--- src/rtl/lsu_ctrl.sv ---
// Load/store sequencer for the MEM phase: legality check, word-port handshake
// with byte lanes, and lane-shifted sign/zero extension of load data.
module lsu_ctrl #(
    parameter int MAX_WAIT = 255
) (
    input  logic        clk,
    input  logic        rst,
    input  logic        start,
    input  logic        we,
    input  logic [2:0]  funct3,
    input  logic [31:0] addr,
    input  logic [31:0] wdata,
    output logic        busy,
    output logic        done,
    output logic [1:0]  err,
    output logic [31:0] rdata,
    output logic        mem_req,
    output logic        mem_we,
    output logic [31:0] mem_addr,
    output logic [3:0]  mem_be,
    output logic [31:0] mem_wdata,
    input  logic        mem_ack,
    input  logic [31:0] mem_rdata
);

    typedef enum logic [1:0] {IDLE, ACCESS, DONE} state_e;

    localparam logic [7:0] LAST_CNT = 8'(MAX_WAIT - 1);

    state_e      state_q, state_d;
    logic [7:0]  cnt_q, cnt_d;
    logic        we_q, we_d;
    logic [2:0]  funct3_q, funct3_d;
    logic [31:0] addr_q, addr_d;
    logic [31:0] wdata_q, wdata_d;
    logic [31:0] rdata_q, rdata_d;
    logic [1:0]  err_q, err_d;

    function automatic logic f3_illegal(input logic st, input logic [2:0] f3);
        if (st) return f3 > 3'd2;
        return (f3 == 3'd3) || (f3 == 3'd6) || (f3 == 3'd7);
    endfunction

    function automatic logic misaligned(input logic [2:0] f3, input logic [1:0] a);
        return ((f3[1:0] == 2'b01) && a[0]) || ((f3[1:0] == 2'b10) && (a != 2'b00));
    endfunction

    function automatic logic [3:0] lane_be(input logic [2:0] f3, input logic [1:0] a);
        case (f3[1:0])
            2'b00:   return 4'b0001 << a;
            2'b01:   return a[1] ? 4'b1100 : 4'b0011;
            default: return 4'b1111;
        endcase
    endfunction

    function automatic logic [31:0] store_data(input logic [2:0] f3, input logic [31:0] wd);
        case (f3[1:0])
            2'b00:   return {4{wd[7:0]}};
            2'b01:   return {2{wd[15:0]}};
            default: return wd;
        endcase
    endfunction

    function automatic logic [31:0] load_ext(input logic [2:0] f3, input logic [1:0] off,
                                             input logic [31:0] word);
        logic [31:0] sh;
        sh = word >> {off, 3'b000};
        case (f3)
            3'b000:  return {{24{sh[7]}}, sh[7:0]};
            3'b100:  return {24'b0, sh[7:0]};
            3'b001:  return {{16{sh[15]}}, sh[15:0]};
            3'b101:  return {16'b0, sh[15:0]};
            default: return word;
        endcase
    endfunction

    always_comb begin
        state_d  = state_q;
        cnt_d    = cnt_q;
        we_d     = we_q;
        funct3_d = funct3_q;
        addr_d   = addr_q;
        wdata_d  = wdata_q;
        rdata_d  = rdata_q;
        err_d    = err_q;
        case (state_q)
            IDLE: begin
                if (start) begin
                    // Faults skip the memory port entirely and report next cycle.
                    if (f3_illegal(we, funct3)) begin
                        err_d   = 2'b11;
                        state_d = DONE;
                    end else if (misaligned(funct3, addr[1:0])) begin
                        err_d   = 2'b01;
                        state_d = DONE;
                    end else begin
                        we_d     = we;
                        funct3_d = funct3;
                        addr_d   = addr;
                        wdata_d  = wdata;
                        cnt_d    = 8'd0;
                        err_d    = 2'b00;
                        state_d  = ACCESS;
                    end
                end
            end
            ACCESS: begin
                // An ack in the final wait cycle still counts as success.
                if (mem_ack) begin
                    err_d   = 2'b00;
                    state_d = DONE;
                    if (!we_q) rdata_d = load_ext(funct3_q, addr_q[1:0], mem_rdata);
                end else if (cnt_q == LAST_CNT) begin
                    err_d   = 2'b10;
                    state_d = DONE;
                end else begin
                    cnt_d = cnt_q + 8'd1;
                end
            end
            DONE:    state_d = IDLE;
            default: state_d = IDLE;
        endcase
    end

    always_ff @(posedge clk) begin
        if (rst) begin
            state_q  <= IDLE;
            cnt_q    <= 8'd0;
            we_q     <= 1'b0;
            funct3_q <= 3'd0;
            addr_q   <= 32'd0;
            wdata_q  <= 32'd0;
            rdata_q  <= 32'd0;
            err_q    <= 2'b00;
        end else begin
            state_q  <= state_d;
            cnt_q    <= cnt_d;
            we_q     <= we_d;
            funct3_q <= funct3_d;
            addr_q   <= addr_d;
            wdata_q  <= wdata_d;
            rdata_q  <= rdata_d;
            err_q    <= err_d;
        end
    end

    assign busy      = (state_q != IDLE);
    assign done      = (state_q == DONE);
    assign err       = err_q;
    assign rdata     = rdata_q;
    assign mem_req   = (state_q == ACCESS);
    assign mem_we    = mem_req && we_q;
    assign mem_addr  = {addr_q[31:2], 2'b00};
    assign mem_be    = mem_req ? lane_be(funct3_q, addr_q[1:0]) : 4'b0000;
    assign mem_wdata = mem_we ? store_data(funct3_q, wdata_q) : 32'd0;

endmodule
--- config.mk ---
export PLATFORM = sky130hd
export DESIGN_NAME = lsu_ctrl
export DESIGN_NICKNAME = d
export VERILOG_FILES = /design/src/rtl/lsu_ctrl.sv
export SDC_FILE = /design/constraint.sdc
export NUM_CORES = 1
export LEC_CHECK = 0
export BUFFER_PORTS_ARGS = -buffer_cell sky130_fd_sc_hd__buf_2
export CORE_MARGIN = 2
export CORE_UTILIZATION = 50
export DETAILED_ROUTE_END_ITERATION = 16
export PLACE_DENSITY = 0.9
export SYNTH_ARGS = -nofsm -noshare
export SYNTH_HDL_FRONTEND = slang
export SYNTH_SLANG_ARGS = --single-unit
--- constraint.sdc ---
create_clock -name clk -period 2.2 [get_ports clk]
set_input_delay 0.44 -clock clk [delete_from_list [all_inputs] [get_ports clk]]
set_output_delay 0.44 -clock clk [all_outputs]
set_load 0.01 [all_outputs]
Word level (Yosys, flattened, before mapping)
Cells that the tools add are included.

Bits in registers: 112. Input port bits: 104. Output and inout bits: 106. Logic and storage cells: 80.

Add/subtract/negate cells: 1. Magnitude comparators: 1. Equal/unequal tests: 18. Shifts and indexed selects: 2. Multiplexer cells: 30. Bitwise operators: 3. Reduce and logical (&&, ||, !) cells: 17.

Operators by type and width (number): 32-bit case mux with 4 select lines (1); 32-bit case mux with 2 select lines (1); 8-bit two-way mux (5); 32-bit two-way mux (1); 32-bit by 5-bit >> shifter with 16-bit output (1); 2-bit two-way mux (8); 8-bit case mux with 2 select lines (1); 3-bit == test (second input constant) (4); 2-bit != test (second input constant) (5); 8-bit by 1-bit adder with 8-bit output (second input constant) (1); 8-bit == test (second input constant) (1); 1-bit two-way mux (8); 4-bit two-way mux (2); 2-bit case mux with 2 select lines (2); 4-bit case mux with 2 select lines (1); 2-bit by 1-bit == test with 1-bit output (second input constant) (3); 3-bit AND reduction (2); 6-bit AND reduction (1); 2-bit nonzero test (3); 2-bit == test (second input constant) (2); 2-bit zero test (2); 4-bit AND reduction (1); 1-bit by 2-bit << shifter with 4-bit output (first input constant) (1); 3-bit by 1-bit == test with 1-bit output (second input constant) (1); other kinds (8) (14).

Logic depth before layout (Yosys ltp)
Word-level depth: 9. Mapped depth: 8. Mapped depth without buffers: 7.

Worst setup path after synthesis
Ideal clock, no wire load.

Path kind: input to register. From: in addr[0]. To: reg funct3_q[1]. Setup time: 0.132 ns. Arrival time: 1.825 ns. Required time: 2.068 ns. Path slack: 0.243 ns. Stages: 8. Path buffers: 3. Path through: or4_1 -> and2_4 -> or2_1 -> buf_2 -> buf_6 -> buf_6 -> nand2_1 -> a21oi_1.

Word-level cells in the longest chain between the ends: 5. Elaborated cells on any way between the ends: 6. Those cells by class: bitwise: 1; reduce/logical: 5.

RTL lines: from (decl) (RTL line 11) `input logic [31:0] addr,`; 2-bit nonzero test (RTL line 45) `return ((f3[1:0] == 2'b01) && a[0]) || ((f3[1:0] == 2'b10) && (a != 2'b00));`; 1-bit logical AND (RTL line 45); 1-bit logical OR * (RTL line 45); 1-bit inverter (no source line) *; 4-bit AND reduction (no source line) *; to (signal assigned) (RTL line 139) `funct3_q <= funct3_d;`; to (decl) (RTL line 33) `logic [2:0] funct3_q, funct3_d;`.

Mark *: on every way between the ends. The rest lies on a longest branch, timed or not. A chain may end at the register's enable or synchronous reset.

Worst setup path in the final report
From: reg funct3_q[0]. To: out mem_wdata[12].

Word-level cells in the longest chain between the ends: 3. Elaborated cells on any way between the ends: 4. Those cells by class: eq/ne: 1; mux: 2; reduce/logical: 1.

RTL lines: 2-bit by 1-bit == test with 1-bit output or 2-bit zero test (tied branches) (RTL line 57) `case (f3[1:0])`; 32-bit case mux with 2 select lines * (RTL line 57); 32-bit two-way mux * (RTL line 155) `assign mem_wdata = mem_we ? store_data(funct3_q, wdata_q) : 32'd0;`; to (decl) (RTL line 21) `output logic [31:0] mem_wdata,`.

Marked as above.

==> impl_results.md <==
- Worst vdd ir: roughly 0.52 mV
- DRT Pass-1 Iters: 5
- Mapped Area: ~5600 sq um
- Pleak: 2.93 nW
- Longest Clk Path Bufs: 2
- Comb power frac: 0.142
- Max Cap Violations: 0
- H-tree depth: 3
- FP Rows: 38
- Sequential fraction of the synthesis area: 0.398
- Status: complete, no violations
- Slowest cell delay on critical path: 0.43 ns
- Worst path top cell family by delay: flip-flops
- Root Driver: clkbuf_16
- Worst Path Max Fanout: 9
- # IOs: 210
- Crit start category: register
- Fin nets: 996
- Max-slew headroom: 0.620
- Mean Syn Cell Area: about 7.6 sq um
- Routed Antenna Nets: 0
- Synth Instances: 740
- Hold WC Path Type: primary input to register
- CP Capture Type: output pin
- GPL Wtd Cong: 0.908
- Psw: 1.23 mW
- Worst Path Arrival: roughly 1.7 ns
- Total power: 4.51 mW
- Buf/Inv on CP: 2
- Slowest cell on the critical path: dfxtp_2
- Die area: 12100 sq um
- Fin. Hold Viols: 0
- Cell Chain, Critical Path: buf_4 -> or2_2 -> nand2_1 -> a21oi_1 -> buf_2
- Sw frac: 0.274
- Clk slew on worst S/H paths: 0.08 ns
- Synth cell types: 51
- Setup CP Type: register to output pin
- Synthesis Warnings: 0
- Final core utilization: 0.626
- P per Cell Area: between 600 and 700 nW/um^2
- RSZ-0062 raised after global routing: no
- Internal Power: 3.27 mW
- Final critical-path share of the clock period: 0.964
- Die X: around 110 um
- Setup TNS: 0 ns
- Hpwl dp: ~12000 um
- First-pass GRT wire length: 24900 um
- Cts bufs inserted: 9
- IO buf count: roughly 210
- Critical Path RT: 1.76 ns
- Grt total ovfl: 0
- Chip Height: 110 um
- TritonCTS Sinks: 112
- Final slew viol count: 0
- Core area: 10900 sq um
- Post-layout min period: 2.12 ns
- Vias in the first global route: 5219
- Wire per inst: ~16 um
- Initial antenna violation count: 1
- Clk_skew: 0.00740 ns
- Synth top area share: 0.398
- Sequential cell fraction of total power: 0.482
- Via count: 5727
- Fill count: 964
- Commonest register cell after synthesis: dfxtp_1
- Yosys top cell by area: dfxtp_1
- Highest Clock Rate: ~470 MHz
- Ratio of cells with drive above 1 in the final layout: 0.294
- Largest net degree at the start of global routing: 69
- Seq cells post-synth: 112
- # DRC: 0
- Post-synth EDFFs: 0
- Setup violations, final: 0
- Initial Util: 0.515
- Ranking of synthesized cells by area: dfxtp_1 (40%), nand2_1 (11%), a21oi_1 (11%), nor2_1 (5.1%), buf_4 (4.8%)
- Layout area overhead: 21.6%
- 1st-iter DRT viols: between 400 and 500
- Share of synthesized registers carrying an async set or reset: 0
- Fin Hold WS: 0.314 ns
- Clk_lat worst skew: ~0.35 ns
- Clock share of power: 0.375
- Non-Filler Instances: between 1000 and 1500
- Worst-Margin Slew: around 0.57 ns
- Placed cells: 1018
- CTS tree: done
- Cts hold-fix bufs: 0
- N_diodes: 0
- WL final: between 15000 and 20000 um
- Via-to-Cell Ratio: 5.53
- GRT Util Overall: 0.265
==> state kept, by name, summed over array words and instances, names as in the netlist <==
signal	count
addr_q	32
rdata	32
wdata_q	32
cnt_q	8
funct3_q	3
err	2
state_q	2
we_q	1
==> power groups by stage <==
| stage | logic, mW | clock network [mW] | registers, mW |
|---|---|---|---|
| after floorplan | 0.419 | 0 | 2.21 |
| after global placement | 0.620 | 0 | 2.22 |
| after detailed placement | 0.634 | 0 | 2.22 |
| after CTS | 0.639 | 1.73 | 2.17 |
| after global routing | 0.710 | 1.81 | 2.19 |
| final | 0.642 | 1.69 | 2.17 |
==> cell usage after synthesis, types with 2 or more instances <==
cell type	instances
a211oi_1	18
a21oi_1	123
a221o_1	8
a221oi_1	7
a22o_1	7
and3_1	11
buf_1	3
buf_2	16
buf_4	36
buf_6	3
clkbuf_1	29
clkinv_1	2
dfxtp_1	112
ha_1	2
inv_1	3
mux2_2	9
mux2i_1	19
nand2_1	167
nand2b_1	5
nand3_1	4
nand3b_1	8
nand4_1	4
nor2_1	76
nor2b_1	11
nor3_1	9
o211ai_1	3
o21ai_0	10
o2bb2ai_1	7
xnor2_1	2
xor2_1	5
==> routing by layer <==
metal,vias up,part of all wire,track usage
met2,292,0.49,0.462
met5,-,0,0
met3,43,0.094,0.0688
met4,0,0.032,0.125
met1,2602,0.39,0.302
li1,2790,-,-
==> final timing paths <==
kind / from / endpoint / slack [ns] / cells past startpoint
setup / recovery: funct3_q[0]$_SDFFE_PP0P_ / mem_wdata[12] / 0.08 / 5
hold / removal: wdata[16] / wdata_q[16]$_SDFFE_PP0P_ / 0.31 / 3
setup reg to reg: addr_q[1]$_SDFFE_PP0P_ / rdata[0]$_SDFFE_PP0P_ / 0.25 / 5
hold reg to reg: addr_q[6]$_SDFFE_PP0P_ / addr_q[6]$_SDFFE_PP0P_ / 0.45 / 2
==> worst register-to-register path, stage by stage (launching register included) <==
cell and delay, ns:
dfxtp_1 0.48, clkinv_1 0.34, nor2_1 0.54, a22o_1 0.24, a221oi_1 0.07, nor3_1 0.20
==> cells by family after synthesis <==
logic type | Yosys count | share of synthesized area
xor gates and xnor gates | 7 | 0.0109
buffers and inverters | 94 | 0.0944
AOI/OAI and AO/OA | 188 | 0.199
and+or+nand+nor | 308 | 0.241
muxes | 28 | 0.0517
DFF | 112 | 0.398
adders and majority gates | 2 | 0.00444
other | 1 | 0.000665
==> final cells by class <==
type | count | area, sq um | share of cell area
Sequential cell | 112 | 2240 | 0.328
Multi-Input combinational cell | 535 | 2880 | 0.420
Inverter | 6 | 25.0 | 0.00365
Clock inverter | 6 | 80.1 | 0.0117
Timing Repair Buffer | 226 | 1220 | 0.178
Clock buffer | 10 | 229 | 0.0334
Tap cell | 140 | 175 | 0.0256
==> through the flow <==
stage / area [sq um] / setup WS, ns
2_1_floorplan: 5640 / 0.243
3_3_place_gp: 6520 / 0.112
3_5_place_dp: 6520 / 0.0742
4_1_cts: 6850 / 0.0239
5_1_grt: 6850 / 0.0105
6_report: 6850 / 0.0800
==> repair_timing <==
action,CTS,global route
setup endpoints to repair,25,17
buffers inserted,1,0
hold endpoints to repair,0,0
gates resized for setup,3,1
==> placed cells by master (no fill, tap or decap), types with 4 or more instances in the layout <==
cell / netlist / routed
clkbuf_16: 0 / 9
a211oi_1: 18 / 18
buf_2: 16 / 206
xor2_1: 5 / 5
a21oi_1: 123 / 123
nand3b_1: 8 / 8
and3_1: 11 / 11
nor2_1: 76 / 76
mux2i_1: 19 / 19
o21ai_0: 10 / 10
nand2b_1: 5 / 4
nor2b_1: 11 / 11
mux2_2: 9 / 9
dfxtp_1: 112 / 110
nand2_1: 167 / 167
a221o_1: 8 / 8
a22o_1: 7 / 7
nand3_1: 4 / 4
o2bb2ai_1: 7 / 7
nor3_1: 9 / 9
nand4_1: 4 / 4
buf_4: 36 / 17
a221oi_1: 7 / 7
(Power assumes the default switching activity.)
